[src/rtl/adbg_wb_burst_ctrl.sv]
// -----------------------------------------------------------------------------
// adbg_wb_burst_ctrl
//
// Burst command engine for the debug WishBone path, running in the TCK domain.
// It takes one burst command (start address, word size, word count, direction),
// then issues one single-word access per word to the WishBone bus interface
// unit (BIU) over its strobe/ready handshake. Write words stream in from the
// JTAG shift logic and read words stream back out to it. The address
// auto-increments by the word size. Short words are justified to the BIU
// conventions: writes go in the upper bits, reads come back in the lower bits.
// The first bus error of a burst is recorded.
//
// Optional feature (compile-time macro ADBG_BURST_ABORT_ON_ERR_EN):
//   When defined, a completed access that reports a bus error ends the burst.
//   When undefined, the burst always runs its full count.
//
// Parameters:
//   CNT_W           width of the word-count field and remaining-word counter
//
// Ports:
//   tck_i           clock (single domain)
//   rstn_i          synchronous active-low reset
//   cmd_valid_i     burst command valid
//   cmd_ready_o     command accepted (high only while idle)
//   cmd_addr_i      start byte address
//   cmd_rd_wrn_i    1 = read burst, 0 = write burst
//   cmd_word_size_i bytes per word (1, 2, 4; anything else means 4)
//   cmd_count_i     number of words
//   wr_data_i       write word, LSB-justified
//   wr_valid_i      write word valid
//   wr_ready_o      write word consumed this cycle
//   rd_data_o       read word, LSB-justified, upper bits zero
//   rd_valid_o      read word valid
//   rd_ready_i      consumer accepts read word
//   biu_data_o      write data to BIU (short words in upper bits)
//   biu_data_i      read data from BIU (short words in lower bits)
//   biu_addr_o      access address to BIU
//   biu_rd_wrn_o    access direction to BIU
//   biu_word_size_o access size to BIU
//   biu_strobe_o    single-cycle access request to BIU
//   biu_rdy_i       BIU ready / access complete
//   biu_err_i       BIU bus error for the completed access
//   busy_o          engine not idle
//   done_o          one-cycle pulse when a burst ends
//   err_o           sticky error flag for the current/last burst
//   err_addr_o      address of the first errored word
// -----------------------------------------------------------------------------
module adbg_wb_burst_ctrl #(
    parameter int CNT_W = 16
) (
    input  logic             tck_i,
    input  logic             rstn_i,
    input  logic             cmd_valid_i,
    output logic             cmd_ready_o,
    input  logic [31:0]      cmd_addr_i,
    input  logic             cmd_rd_wrn_i,
    input  logic [2:0]       cmd_word_size_i,
    input  logic [CNT_W-1:0] cmd_count_i,
    input  logic [31:0]      wr_data_i,
    input  logic             wr_valid_i,
    output logic             wr_ready_o,
    output logic [31:0]      rd_data_o,
    output logic             rd_valid_o,
    input  logic             rd_ready_i,
    output logic [31:0]      biu_data_o,
    input  logic [31:0]      biu_data_i,
    output logic [31:0]      biu_addr_o,
    output logic             biu_rd_wrn_o,
    output logic [2:0]       biu_word_size_o,
    output logic             biu_strobe_o,
    input  logic             biu_rdy_i,
    input  logic             biu_err_i,
    output logic             busy_o,
    output logic             done_o,
    output logic             err_o,
    output logic [31:0]      err_addr_o
);

`ifdef ADBG_BURST_ABORT_ON_ERR_EN
    localparam bit ABORT_ON_ERR = 1'b1;
`else
    localparam bit ABORT_ON_ERR = 1'b0;
`endif

    typedef enum logic [2:0] {
        ST_IDLE,
        ST_ISSUE,
        ST_WAIT,
        ST_PUSH,
        ST_DONE
    } state_t;

    state_t             state_q, state_d;
    logic [31:0]        addr_q;
    logic               rd_wrn_q;
    logic [2:0]         size_q;
    logic [CNT_W-1:0]   remain_q;
    logic [31:0]        rd_data_q;
    logic               err_q;
    logic [31:0]        err_addr_q;
    logic               strobe;

    // Any size other than 1 or 2 bytes is handled as a full 32-bit word.
    function automatic logic [2:0] norm_size(input logic [2:0] s);
        case (s)
            3'd1:    return 3'd1;
            3'd2:    return 3'd2;
            default: return 3'd4;
        endcase
    endfunction

    // The BIU expects short write words in the upper bits.
    function automatic logic [31:0] justify_wr(input logic [31:0] d, input logic [2:0] s);
        case (s)
            3'd1:    return {d[7:0], 24'h0};
            3'd2:    return {d[15:0], 16'h0};
            default: return d;
        endcase
    endfunction

    // The BIU returns short read words in the lower bits; clear stale upper lanes.
    function automatic logic [31:0] mask_rd(input logic [31:0] d, input logic [2:0] s);
        case (s)
            3'd1:    return {24'h0, d[7:0]};
            3'd2:    return {16'h0, d[15:0]};
            default: return d;
        endcase
    endfunction

    always_ff @(posedge tck_i) begin
        if (!rstn_i) state_q <= ST_IDLE;
        else         state_q <= state_d;
    end

    always_comb begin
        state_d = state_q;
        strobe  = 1'b0;
        case (state_q)
            ST_IDLE: begin
                if (cmd_valid_i)
                    state_d = (cmd_count_i == '0) ? ST_DONE : ST_ISSUE;
            end
            ST_ISSUE: begin
                // A busy BIU (rdy low, e.g. still finishing after reset) just delays issue.
                strobe = biu_rdy_i & (rd_wrn_q | wr_valid_i);
                if (strobe) state_d = ST_WAIT;
            end
            ST_WAIT: begin
                if (biu_rdy_i) begin
                    // Reads always deliver their word, even an errored one.
                    if (rd_wrn_q)
                        state_d = ST_PUSH;
                    else if (remain_q == CNT_W'(1) || (ABORT_ON_ERR && biu_err_i))
                        state_d = ST_DONE;
                    else
                        state_d = ST_ISSUE;
                end
            end
            ST_PUSH: begin
                // err_q can only be set by this burst's single abort-triggering error.
                if (rd_ready_i)
                    state_d = (remain_q == '0 || (ABORT_ON_ERR && err_q)) ? ST_DONE : ST_ISSUE;
            end
            ST_DONE: state_d = ST_IDLE;
            default: state_d = ST_IDLE;
        endcase
    end

    always_ff @(posedge tck_i) begin
        if (!rstn_i) begin
            addr_q     <= '0;
            rd_wrn_q   <= 1'b0;
            size_q     <= '0;
            remain_q   <= '0;
            rd_data_q  <= '0;
            err_q      <= 1'b0;
            err_addr_q <= '0;
        end else begin
            case (state_q)
                ST_IDLE: begin
                    if (cmd_valid_i) begin
                        addr_q     <= cmd_addr_i;
                        rd_wrn_q   <= cmd_rd_wrn_i;
                        size_q     <= norm_size(cmd_word_size_i);
                        remain_q   <= cmd_count_i;
                        err_q      <= 1'b0;
                        err_addr_q <= '0;
                    end
                end
                ST_WAIT: begin
                    if (biu_rdy_i) begin
                        if (biu_err_i && !err_q) begin
                            err_q      <= 1'b1;
                            err_addr_q <= addr_q;
                        end
                        // Wraps naturally at 2^32.
                        addr_q   <= addr_q + {29'd0, size_q};
                        remain_q <= remain_q - CNT_W'(1);
                        if (rd_wrn_q) rd_data_q <= mask_rd(biu_data_i, size_q);
                    end
                end
                default: ;
            endcase
        end
    end

    assign cmd_ready_o     = (state_q == ST_IDLE);
    assign busy_o          = (state_q != ST_IDLE);
    assign done_o          = (state_q == ST_DONE);
    assign rd_valid_o      = (state_q == ST_PUSH);
    assign rd_data_o       = rd_data_q;
    assign biu_strobe_o    = strobe;
    assign wr_ready_o      = strobe & ~rd_wrn_q;
    assign biu_data_o      = (state_q == ST_ISSUE) ? justify_wr(wr_data_i, size_q) : 32'h0;
    assign biu_addr_o      = addr_q;
    assign biu_rd_wrn_o    = rd_wrn_q;
    assign biu_word_size_o = size_q;
    assign err_o           = err_q;
    assign err_addr_o      = err_addr_q;

endmodule

[config.mk]
export PLATFORM = sky130hd
export DESIGN_NAME = adbg_wb_burst_ctrl
export DESIGN_NICKNAME = d
export VERILOG_FILES = /design/src/rtl/adbg_wb_burst_ctrl.sv
export SDC_FILE = /design/constraint.sdc
export NUM_CORES = 1
export LEC_CHECK = 0
export CAP_MARGIN = 20
export CORE_MARGIN = 2
export CORE_UTILIZATION = 43
export DETAILED_ROUTE_END_ITERATION = 10
export GPL_TIMING_DRIVEN = 0
export PLACE_DENSITY = 0.81
export SYNTH_ARGS = -nofsm -noshare
export SYNTH_HDL_FRONTEND = slang
export SYNTH_SLANG_ARGS = --single-unit
[constraint.sdc]
create_clock -name tck_i -period 2.8 [get_ports tck_i]
set_clock_uncertainty 0.2 [all_clocks]
set_input_delay 0.28 -clock tck_i [delete_from_list [all_inputs] [get_ports tck_i]]
set_output_delay 0.28 -clock tck_i [all_outputs]
set_load 0.005 [all_outputs]
==> flow_metrics.tcl <==
set metrics [dict create \
    timing.final.crit_share 0.975 \
    comb_power_share 0.271 \
    grt_max_degree 17 \
    dieWidth_um 125 \
    nets 1241 \
    cts.htree.levels 4 \
    synth_cells 825 \
    crit_path_start_kind "register" \
    seq_power_share 0.350 \
    core-area_um2 14400 \
    tightest_slew_ps 729 \
    p_sw_mw 1.80 \
    syn_to_final_growth_pct 57.6 \
    utilization 0.688 \
    synthFlopType "dfxtp_1" \
    slew_violations 0 \
    cts_tree "yes" \
    clkLatencyLatePin_ps 420 \
    yosysMostFrequentCell "nand2_1" \
    dieArea_um2 15600 \
    cts_made_buffers 17 \
    grt_first_pass_wirelength_mm 40.3 \
    max-clock-path-buffers 2 \
    min_path_type "in -> reg" \
    synth.avg_cell_area_um2 7.60 \
    synth_edf_count 0 \
    diodes 0 \
    critical_path_class "reg -> out" \
    synthTopCellsByCount "nand2_1, dfxtp_1, a21oi_1" \
    path_clk_slew_ps 50 \
    finalHoldViolCount 0 \
    synth.distinct_cells 66 \
    dpl.hpwl_mm 18.7 \
    min_period_ps 2730 \
    overflow 0 \
    place_congestion 0.940 \
    dr.first_iter.drc_count 955 \
    ios 262 \
    finalSetupTns_ps 0 \
    first_pass_iters 7 \
    row_count 44 \
    cp_max_fo 10 \
    root_buffer "clkbuf_16" \
    grt_pass1_vias 7481 \
    synth_top_cell_by_area "dfxtp_1" \
    synth_top_area_frac 0.383 \
    vias_per_cell 6.00 \
    clock_sinks 120 \
    leakage_nw 3.61 \
    critPathArrivalTime_ps 2250 \
    drcViolationCount 0 \
    antenna_found_initial 0 \
    synth_nets 954 \
    wl_per_cell_um 19.8 \
    num_vias 7840 \
    ys_warn_count 0 \
    required_ps 2320 \
    syn_area_um2 6270 \
    max_freq_mhz 366 \
    ir_drop_mv 0.465 \
    drtAntennaViolNets 0 \
    setup.worst_path.end_class "output pin" \
    status "finished clean" \
    synth.area.top_cells "dfxtp_1, a21oi_1, nand2_1" \
    ys_ff_latch 120 \
    port_buffers 260 \
    drive_gt1_frac 0.0855 \
    track_usage 0.320 \
    start_util 0.436 \
    finalSetupViolCount 0 \
    slew_headroom 0.514 \
    ys_seq_area_frac 0.383 \
    p_clk_frac 0.379 \
    wirelength_mm 25.8 \
    die_y_um 125 \
    maxCapViolations 0 \
    p_per_area_nw_per_um2 573 \
    async_reset_ff_frac 0 \
    swShare 0.318 \
    p_int_mw 3.86 \
]
==> logic make-up after synthesis <==
group,count (synthesis),share of synthesized area
DFF,120,0.383
adders and majority gates,6,0.0132
xor gates and xnor gates,2,0.00279
buffers and inverters,78,0.0515
muxes,4,0.00658
AOI/OAI and AO/OA,250,0.255
and+or+nand+nor,365,0.288
==> worst paths after layout <==
check	startpoint	end	slack [ps]	cells after the start
hold reg to reg	rd_data_o[13]	rd_data_o[13]	250	2
setup / recovery	state_q[1]	biu_data_o[18]	70	8
hold / removal	rstn_i	state_q[0]	60	3
setup reg to reg	biu_word_size_o[0]	biu_addr_o[28]	150	7
==> layout make-up <==
| type | count | area [um^2] |
|---|---|---|
| buffer | 69 | 332 |
| fill | 1190 | 4490 |
| clock buffer | 18 | 439 |
| sequential | 120 | 2410 |
| multi-input combinational | 627 | 3610 |
| tap | 184 | 230 |
| inverter | 7 | 28.8 |
| clock inverter | 12 | 130 |
| timing repair buffer | 270 | 2700 |
==> registers in the layout, summed over array words and instances (netlist names) <==
signal / cells
remain_q: 16
biu_rd_wrn_o: 1
err_o: 1
biu_word_size_o: 3
rd_data_o: 32
err_addr_o: 32
biu_addr_o: 32
state_q: 3
==> per-stage QoR <==
step	hold slack [ps]	area, um^2	setup slack (ps)	instances	power [mW]
2_1_floorplan	216	6270	455	825	2.69
3_3_place_gp	238	9100	-164	1269	3.41
3_5_place_dp	244	9100	-152	1269	3.42
4_1_cts	42.7	9750	0.292	1301	5.56
5_1_grt	91.1	9880	-42.9	1307	5.84
6_report	58.5	9880	71.0	1307	5.67
==> what timing repair did <==
action	4_1_cts	5_1_grt
setup buffers	3	6
gates cloned	0	1
hold buffers	0	0
gates resized for setup	20	36
setup endpoints to repair	35	80
pin swaps	2	2
==> worst max-delay path, stage by stage, from the launching register on <==
cell and delay (ps):
dfxtp_1 330, buf_6 150, inv_4 70, nand3_4 90
nor3_4 270, buf_4 160, buf_4 100, a22o_1 150
clkdlybuf4s50_1 510
==> cell usage in the layout, fill, tap and decap left out, drive strengths merged, types with 6 or more instances in the layout <==
cell type / count
o21a: 7
a31oi: 12
nor2: 69
clkbuf: 60
or3: 6
a21o: 7
a22oi: 28
nand4: 17
a22o: 11
and2: 24
nor4: 12
or4: 6
buf: 37
a21oi: 105
o21ai: 28
o31a: 6
inv: 7
nor3: 13
nand3: 57
clkdlybuf4s50: 255
dfxtp: 120
nand2: 128
and3: 13
==> power by group through the flow <==
stage | Sequential [mW] | Clock (mW) | Combinational [mW]
6_report | 1.98 | 2.14 | 1.54
3_3_place_gp | 2.00 | 0 | 1.40
3_5_place_dp | 2.01 | 0 | 1.42
2_1_floorplan | 1.97 | 0 | 0.716
4_1_cts | 1.97 | 2.13 | 1.45
5_1_grt | 2.00 | 2.21 | 1.63
==> per-layer routing <==
layer / routed length [um] / part of all wire / GRT usage
met1: 10200 / 0.40 / 0.407
met4: 1040 / 0.040 / 0.139
met3: 2870 / 0.11 / 0.0782
met5: 0 / 0 / 0
met2: 11700 / 0.45 / 0.516
Power figures use the tool's default switching activity.
